File: src/rtl/uart_pkg.sv
// Shared definitions for the UART bridge: FSM state encoding, the two
// memory-mapped register addresses, and bit positions in the status word.
package uart_pkg;

    typedef enum logic [2:0] {
        ST_IDLE      = 3'd0,
        ST_RX_STROBE = 3'd1,
        ST_TX_SETUP  = 3'd2,
        ST_TX_STROBE = 3'd3,
        ST_TX_WAIT   = 3'd4
    } uart_state_t;

    localparam logic [15:0] UART_DATA_ADDR = 16'hBF00;
    localparam logic [15:0] UART_STAT_ADDR = 16'hBF01;

    localparam int TX_READY_BIT = 0;
    localparam int RX_AVAIL_BIT = 1;

endpackage

File: src/rtl/uart_rx_fifo.sv
// Receive FIFO: circular buffer of RX_DEPTH bytes (power of two).
// Ports:
//   clk, rst        clock, synchronous active-low reset
//   push, din       write din at the tail
//   pop, dout       dout is the head byte; pop advances past it
//   empty, full     occupancy flags
//   count           number of stored bytes (0..RX_DEPTH)
// A simultaneous push and pop is accepted even when full, because the pop
// frees the slot the push fills.
module uart_rx_fifo #(
    parameter int RX_DEPTH = 4,
    parameter int DATA_W   = 8
) (
    input  logic                        clk,
    input  logic                        rst,
    input  logic                        push,
    input  logic                        pop,
    input  logic [DATA_W-1:0]           din,
    output logic [DATA_W-1:0]           dout,
    output logic                        empty,
    output logic                        full,
    output logic [$clog2(RX_DEPTH):0]   count
);

    localparam int PTR_W = $clog2(RX_DEPTH);
    localparam int CNT_W = PTR_W + 1;

    logic [DATA_W-1:0] mem [RX_DEPTH];
    logic [PTR_W-1:0]  wr_ptr;
    logic [PTR_W-1:0]  rd_ptr;
    logic              do_push;
    logic              do_pop;

    assign empty   = (count == '0);
    assign full    = (count == CNT_W'(RX_DEPTH));
    assign do_pop  = pop && !empty;
    assign do_push = push && (!full || pop);
    assign dout    = mem[rd_ptr];

    always_ff @(posedge clk) begin
        if (!rst) begin
            wr_ptr <= '0;
            rd_ptr <= '0;
            count  <= '0;
        end else begin
            if (do_push) wr_ptr <= wr_ptr + 1'b1;
            if (do_pop)  rd_ptr <= rd_ptr + 1'b1;
            case ({do_push, do_pop})
                2'b10:   count <= count + 1'b1;
                2'b01:   count <= count - 1'b1;
                default: count <= count;
            endcase
        end
    end

    always_ff @(posedge clk) begin
        if (do_push) mem[wr_ptr] <= din;
    end

endmodule

File: src/rtl/uart_bridge.sv
// Bridge between the CPU data-memory path and the board UART chip sharing
// Ram1 data [7:0].
// Ports:
//   clk, rst                  clock, synchronous active-low reset
//   req_read / req_status     CPU reads data (0xBF00) / status (0xBF01)
//   req_write, wdata          CPU write of a byte to transmit
//   rdata                     combinational read result
//   busy                      stall request while a write cannot be taken
//   data_ready, tbre, tsre    UART chip status inputs
//   rdn, wrn                  UART read/write strobes, active low
//   bus_in, bus_out, bus_oe   shared Ram1 byte lane and its drive enable
//
// state     | meaning
// IDLE      | waiting; pending TX wins over a waiting RX byte
// RX_STROBE | rdn low; byte on bus_in captured on the last cycle
// TX_SETUP  | bus driven with the tx byte, wrn still high
// TX_STROBE | wrn low with the bus still driven
// TX_WAIT   | wait for tbre and tsre both high
module uart_bridge
    import uart_pkg::*;
#(
    parameter int RX_DEPTH      = 4,
    parameter int STROBE_CYCLES = 2,
    parameter int DATA_W        = 8
) (
    input  logic              clk,
    input  logic              rst,
    input  logic              req_read,
    input  logic              req_status,
    input  logic              req_write,
    input  logic [DATA_W-1:0] wdata,
    output logic [15:0]       rdata,
    output logic              busy,
    input  logic              data_ready,
    input  logic              tbre,
    input  logic              tsre,
    output logic              rdn,
    output logic              wrn,
    input  logic [DATA_W-1:0] bus_in,
    output logic [DATA_W-1:0] bus_out,
    output logic              bus_oe
);

    localparam int              SC_W    = (STROBE_CYCLES > 1) ? $clog2(STROBE_CYCLES) : 1;
    localparam logic [SC_W-1:0] SC_LOAD = SC_W'(STROBE_CYCLES - 1);
    localparam int              CNT_W   = $clog2(RX_DEPTH) + 1;

    uart_state_t       state;
    uart_state_t       state_nxt;
    logic [SC_W-1:0]   strobe_cnt;
    logic              strobe_done;
    logic              tx_pending;
    logic [DATA_W-1:0] tx_data;
    logic              in_tx;
    logic              tx_accept;
    logic              tx_done;
    logic              tx_ready;
    logic              rx_push;
    logic              rx_pop;
    logic              rx_empty;
    logic              rx_full;
    logic [DATA_W-1:0] rx_head;
    logic [CNT_W-1:0]  rx_count_unused;
    logic              rdn_nxt;
    logic              wrn_nxt;
    logic              oe_nxt;

    uart_rx_fifo #(
        .RX_DEPTH (RX_DEPTH),
        .DATA_W   (DATA_W)
    ) u_rx_fifo (
        .clk   (clk),
        .rst   (rst),
        .push  (rx_push),
        .pop   (rx_pop),
        .din   (bus_in),
        .dout  (rx_head),
        .empty (rx_empty),
        .full  (rx_full),
        .count (rx_count_unused)
    );

    assign in_tx       = state inside {ST_TX_SETUP, ST_TX_STROBE, ST_TX_WAIT};
    assign strobe_done = (strobe_cnt == '0);
    assign busy        = req_write && (tx_pending || in_tx);
    assign tx_accept   = req_write && !tx_pending && !in_tx;
    assign tx_done     = (state == ST_TX_STROBE) && strobe_done;
    assign tx_ready    = !tx_pending && !in_tx && tbre && tsre;
    assign rx_push     = (state == ST_RX_STROBE) && strobe_done;
    assign rx_pop      = req_read && !rx_empty;
    assign bus_out     = tx_data;

    always_comb begin
        state_nxt = state;
        case (state)
            ST_IDLE: begin
                if (tx_pending)                   state_nxt = ST_TX_SETUP;
                else if (data_ready && !rx_full)  state_nxt = ST_RX_STROBE;
            end
            ST_RX_STROBE: if (strobe_done)        state_nxt = ST_IDLE;
            ST_TX_SETUP:                          state_nxt = ST_TX_STROBE;
            ST_TX_STROBE: if (strobe_done)        state_nxt = ST_TX_WAIT;
            ST_TX_WAIT:   if (tbre && tsre)       state_nxt = ST_IDLE;
            default:                              state_nxt = ST_IDLE;
        endcase

        // Strobes and the bus enable are registered from the next state so
        // the chip sees glitch-free edges.
        rdn_nxt = (state_nxt != ST_RX_STROBE);
        wrn_nxt = (state_nxt != ST_TX_STROBE);
        oe_nxt  = (state_nxt == ST_TX_SETUP) || (state_nxt == ST_TX_STROBE);
    end

    always_ff @(posedge clk) begin
        if (!rst) begin
            state      <= ST_IDLE;
            strobe_cnt <= SC_LOAD;
            rdn        <= 1'b1;
            wrn        <= 1'b1;
            bus_oe     <= 1'b0;
        end else begin
            state <= state_nxt;
            if (state_nxt != state)  strobe_cnt <= SC_LOAD;
            else if (!strobe_done)   strobe_cnt <= strobe_cnt - 1'b1;
            rdn    <= rdn_nxt;
            wrn    <= wrn_nxt;
            bus_oe <= oe_nxt;
        end
    end

    always_ff @(posedge clk) begin
        if (!rst) begin
            tx_pending <= 1'b0;
            tx_data    <= '0;
        end else if (tx_accept) begin
            tx_pending <= 1'b1;
            tx_data    <= wdata;
        end else if (tx_done) begin
            tx_pending <= 1'b0;
        end
    end

    always_comb begin
        rdata = 16'h0000;
        if (req_read) begin
            if (!rx_empty) rdata[DATA_W-1:0] = rx_head;
        end else if (req_status) begin
            rdata[RX_AVAIL_BIT] = !rx_empty;
            rdata[TX_READY_BIT] = tx_ready;
        end
    end

endmodule

File: config.mk
export PLATFORM = sky130hd
export DESIGN_NAME = uart_bridge
export DESIGN_NICKNAME = d
export VERILOG_FILES = /design/src/rtl/uart_pkg.sv /design/src/rtl/uart_rx_fifo.sv /design/src/rtl/uart_bridge.sv
export SDC_FILE = /design/constraint.sdc
export NUM_CORES = 1
export LEC_CHECK = 0
export ABC_AREA = 1
export BUFFER_PORTS_ARGS = -buffer_cell sky130_fd_sc_hd__buf_2
export CAP_MARGIN = 25
export CORE_MARGIN = 4
export CORE_UTILIZATION = 35
export CTS_CLUSTER_SIZE = 14
export DETAILED_ROUTE_END_ITERATION = 8
export HOLD_SLACK_MARGIN = 0.1
export PLACE_DENSITY = 0.58
export SLEW_MARGIN = 10
export SYNTH_ARGS = -nofsm -noshare
export SYNTH_HDL_FRONTEND = slang
export SYNTH_SLANG_ARGS = --single-unit
File: constraint.sdc
create_clock -name clk -period 2.51 [get_ports clk]
set_input_delay 0.251 -clock clk [delete_from_list [all_inputs] [get_ports clk]]
set_output_delay 0.251 -clock clk [all_outputs]
set_load 0.005 [all_outputs]
* Word level (Yosys, flattened, before mapping)
Memory sizes are Yosys's and may differ from the RTL's. A register that Yosys moved wholly into a read port is not among the register bits.
Cells that the tools add are included.
** Word-level totals
- Bits in registers :: 23
- Memory bits (writable) :: 32
- Memories :: 1
- Input port bits :: 24
** Cells by class
- Reduce and logical (&&, ||, !) cells :: 26
- $add $sub $neg :: 5
- Muxes and demuxes :: 18
- Bitwise operators :: 2
- Equal/unequal tests :: 12
** Memory list
- u_rx_fifo.mem :: depth 4, bits a word 8, read ports 1, clocked after Yosys merged registers in 1, wr ports 1, RTL line uart_rx_fifo.sv:28 : logic [DATA_W-1:0] mem [RX_DEPTH];
** Operators with widths (count)
- two-way mux 3 bit :: 5
- case mux 3 bit (5 select lines) :: 1
- logical AND 1 bit :: 13
- equality test 3 x 2 -> 1 bit (second input constant) :: 4
- two-way mux 2 bit :: 4
- two-way mux 8 bit :: 1
- equality test 3 bit (second input constant) :: 2
- zero test 3 bit :: 2
- two-way mux 6 bit :: 1
- case mux 3 bit (2 select lines) :: 1
- two-way mux 1 bit :: 5
- adder 2 x 1 -> 2 bit (second input constant) :: 2
- zero test 1 bit :: 4
- nonzero test 2 bit :: 2
- adder 3 x 1 -> 3 bit (second input constant) :: 1
- equality test 3 x 1 -> 1 bit (second input constant) :: 1
- logical OR 1 bit :: 3
- != test 3 x 1 -> 1 bit (second input constant) :: 1
- != test 3 x 2 -> 1 bit (second input constant) :: 1
- != test 3 bit :: 1
- nonzero test 3 bit :: 1
- subtractor 3 x 1 -> 3 bit (second input constant) :: 1
- equality test 2 x 1 -> 1 bit (second input constant) :: 1
- equality test 2 bit (second input constant) :: 1
- 3 further kinds :: 4

* Depth between registers and ports, before layout
- Depth after elaboration :: 8
- Gate-level depth with buffers :: 11

* Modules after synthesis
A second synthesis with hierarchy kept.
** Second synthesis, totals
- Cell total of the unflattened synthesis :: 269
- Area, all modules :: 2542.4 sq um
** By module, submodules not included
- uart_rx_fifo :: cells each 150, times used 1, area an instance 1706.6 sq um, sequential area each 1141.1 sq um
- uart_bridge :: cells each 119, times used 1, area an instance 835.8 sq um, sequential area each 320.3 sq um

* Worst setup path after synthesis
No wires, ideal clock.
- Path kind :: reg2reg
- From :: register u_rx_fifo.count[0]
- To :: register u_rx_fifo.count[2]
- Arrival time :: 1.704 ns
- Library setup time :: 0.122 ns
- Data required time :: 2.388 ns
- Cell stages (with the launch flop) :: 11
- Setup slack :: 0.684 ns
- Cell sequence :: dfxtp_1 > nor2_1 > nand3_1 > nand2_2 > ha_1 > inv_1 > fa_1 > a21oi_1 > o21ai_0 > o21ai_0 > a21oi_1
** On the way
- Cells in the longest elaborated chain, start to end :: 7
** Ends and longest elaborated chain
- start: declaration :: RTL line uart_rx_fifo.sv:22 : output logic [$clog2(RX_DEPTH):0] count
- start signal: assignment :: RTL line uart_rx_fifo.sv:49 : 2'b10: count <= count + 1'b1;
- start signal: assignment :: RTL line uart_rx_fifo.sv:50 : 2'b01: count <= count - 1'b1;
- start signal: assignment :: RTL line uart_rx_fifo.sv:51 : default: count <= count;
- zero test 3 bit :: RTL line uart_rx_fifo.sv:34 : assign empty = (count == '0);
- zero test 1 bit :: RTL line uart_rx_fifo.sv:36, uart_bridge.sv:90
- logical AND 1 bit :: RTL line uart_bridge.sv:90 : assign rx_pop = req_read && !rx_empty;
- logical OR 1 bit :: RTL line uart_rx_fifo.sv:37 : assign do_push = push && (!full || pop);
- logical AND 1 bit :: RTL line uart_rx_fifo.sv:37
- equality test 2 x 1 -> 1 bit or equality test 2 bit (tied branches) :: RTL line uart_rx_fifo.sv:48 : case ({do_push, do_pop})
- case mux 3 bit (2 select lines) or nonzero test 2 bit (tied branches)
Several ways; a longest one is shown, not always the timed one.
A chain may end at the register's enable or synchronous reset.

* Final worst setup path
Same ends and word-level chain as after synthesis.

==> impl_results.md <==
- Outcome: finished, final reports clean
- Crit Path Max Fanout: 9
- Post-synth EDFFs: 32
- CP bufs+invs: 1
- Port bufs: 43
- Final Critical Period: 1.98 ns
- Clock sinks: 57
- Full die area: 0.00843 mm^2
- Die width: 91.8 um
- Synth top area cells: edfxtp_1 (39%), dfxtp_1 (20%), nor2_1 (6.3%), nand2_1 (5.5%), a21oi_1 (4.7%)
- DR vias: between 1500 and 2000
- Main synth FF type: edfxtp_1
- Post-synthesis register bit count: 57
- First-pass GRT wire length: 7870 um
- Cts hold-fix bufs: 0
- Hold WC Path Type: in2reg
- Crit path largest cell delay: 0.37 ns
- Mapped Cells: approximately 260
- Inserted Clock Buffers: 9
- Worst setup EP type: flop
- Worst-path cell chain: nor2_1, nand3_1, nand2_2, ha_1, inv_1, fa_1, a21oi_1, o21ai_0, o21ai_0, a21oi_1
- CTS tree: built
- Mapped Area: ~0.0025 mm^2
- Clock skew: about 0.0060 ns
- Largest net degree at the start of global routing: 17
- RSZ-0062 raised after global routing: no
- Largest delay share family, worst path: adder cells
- Post-DP HPWL: 3310 um
- Hold endpoint: u_rx_fifo.mem[2][5]
- Layout Utilization: 43.0%
- Final hold vios: 0
- Cell Pwr Density: around 800 mW/mm^2
- Slew Viols, Final: 0
- TNS Setup: 0 ns
- Layout cells sized above 1: 22.9%
- Top-count cell post-synth: nor2_1
- Top cells by count, synth: nor2_1 (41), nand2_1 (36), edfxtp_1 (32)
- Crit path required time: 2.72 ns
- # diodes: 0
- CTS resizes: 0
- Final cycle utilization of the critical path: roughly 80%
- Starting Density: 36.2%
- Overall Global Routing Usage: 12.2%
- Final setup vio count: 0
- Worst-path clk slew: 0.06 ns
- WP data arrival: about 2.2 ns
- Crit start category: flop
- Max-cap violations: 0
- Avg WL per Cell: 11.5 um
- Seq/Total Area, Yosys: 59.4%
- # Post-CTS Setup Buffers: 0
- Area grow syn2layout: 18.7%
- Hold path startpoint: bus_in[5]
- Number of global-route vias before repair: roughly 1700
- Worst vdd ir: 0.000265 V
- Hold path depth: 1
- # nets final: 340
- Row cnt: 30
- F_max: 0.506 GHz
- Asr flop ratio synth: 0%
- Static Leak: 0.00124 uW
- DIE HEIGHT: slightly above 90 um
- GPL Wtd Cong: 0.867
- Post-synth top area cell: edfxtp_1
- Worst r2r src: u_rx_fifo.count[0]
- Crit path kind: reg2reg
- Io pins: between 50 and 60
- Final ANT Viol Nets: 0
- CTS max path bufs: 2
- Reg2reg end: u_rx_fifo.count[2]
- Flop2flop setup slack: about 0.53 ns
- Synth top area share: between 30% and 40%
- Slowest CP cell: fa_1
- Initial DRC Count: 93
- DRT Pass-1 Iters: 4
- H-tree depth: 3
- Initial antenna violation count: 0
- Worst Reg2Reg Path Length in Cells: 10
- Drt total wl: approximately 4700 um
- Global route total overflow: 0
- Vias/cell: 4.45
- CTS root buf: clkbuf_8
- Yosys warning total: 0
- Clk_lat worst skew: 0.32 ns
- Core region area: 0.00679 mm^2
- Synthesized area per cell: around 9.5 um^2
- DRC: 0
- Post-synth cell types: 25
worst max path at each step:
stage	startpoint	end	slack (ns)	depth (start not counted)
after floorplan	u_rx_fifo.count[0]	u_rx_fifo.count[2]	0.68	10
after global placement	u_rx_fifo.count[0]	u_rx_fifo.count[2]	0.55	10
after detailed placement	u_rx_fifo.count[0]	u_rx_fifo.count[2]	0.53	10
after CTS	flop	rdata[0]	0.51	6
after global routing	u_rx_fifo.count[0]	u_rx_fifo.count[2]	0.18	10
final	u_rx_fifo.count[0]	u_rx_fifo.count[2]	0.53	10
sequential cells by signal, indices dropped and copies added, names as in the netlist, named ones only:
register / flops
bus_oe: 1
u_rx_fifo.wr_ptr: 2
u_rx_fifo.mem: 32
state: 3
wrn: 1
u_rx_fifo.rd_ptr: 2
bus_out: 8
rdn: 1
u_rx_fifo.count: 3
tx_pending: 1
strobe_cnt: 1
worst reg2reg max path: stages, from the launching register on:
cell and delay [ns]:
dfxtp_1 0.33, nor2_1 0.21, nand3_1 0.12, nand2_2 0.15, ha_1 0.16, inv_1 0.06, fa_1 0.37, a21oi_1 0.14
o21ai_0 0.10, o21ai_0 0.16, a21oi_1 0.06
report_power, final:
group / leakage (uW) / internal (uW) / switching [uW]
clock: 0.0000746 / 340 / 322
combinational: 0.000670 / 202 / 345
sequential: 0.000493 / 1060 / 67.5
total: 0.00124 / 1610 / 735
metrics by stage:
stage / hold slack [ns] / total power, uW / area, um^2 / setup WS (ns) / instances
2_1_floorplan: 0.350 / 1540 / 2490 / 0.684 / 265
3_3_place_gp: 0.446 / 1700 / 2770 / 0.553 / 395
3_5_place_dp: 0.454 / 1710 / 2770 / 0.531 / 395
4_1_cts: 0.127 / 2380 / 2920 / 0.515 / 410
5_1_grt: 0.119 / 2530 / 2920 / 0.179 / 410
6_report: 0.145 / 2340 / 2920 / 0.532 / 410
cells by family (layout without fill, tap and decap cells):
group	Yosys count	count (layout)	synth area share (%)
other	1	8	0.152
AOI/OAI and AO/OA	49	49	10.4
DFF	57	57	59.4
and+or+nand+nor	103	103	18.7
adders and majority gates	6	6	3.36
buffers and inverters	42	91	7.99
per-layer routing:
metal | part of all wire (%) | wire (um) | vias up | global-route usage, %
li1 | - | - | 943 | -
met1 | 45 | 2130 | 828 | 14.8
met2 | 47 | 2190 | 44 | 18.9
met3 | 6.0 | 282 | 10 | 4.35
met4 | 2.0 | 93 | 0 | 6.31
met5 | 0 | 0 | - | 0
final cells by class:
type / count / area [um^2]
clock inverter: 5 / 23.8
multi-input combinational: 166 / 828
clock buffer: 10 / 128
inverter: 28 / 105
tap: 96 / 120
timing repair buffer: 48 / 253
sequential: 57 / 1460
fill: 673 / 3870
cell usage in the layout, fill, tap and decap left out:
cell type,Yosys,final
a31oi_1,1,1
a21oi_2,2,2
nand4_1,2,2
clkbuf_1,1,1
nor2_2,2,2
nand2_2,2,2
clkinvlp_4,0,1
buf_2,3,43
edfxtp_1,32,32
dfxtp_1,25,25
o22ai_1,1,1
nand2_1,36,36
nor2_8,1,1
o21ai_1,1,1
inv_1,25,25
a21oi_1,23,23
nand3_1,16,16
nand2_4,3,3
ha_1,5,5
nor2_1,41,41
clkbuf_8,0,9
fa_1,1,1
o21ai_0,21,21
buf_4,9,5
clkinv_1,0,3
inv_2,3,3
conb_1,1,8
clkinv_2,0,1
Note: power is estimated with default switching activity, not from simulation.
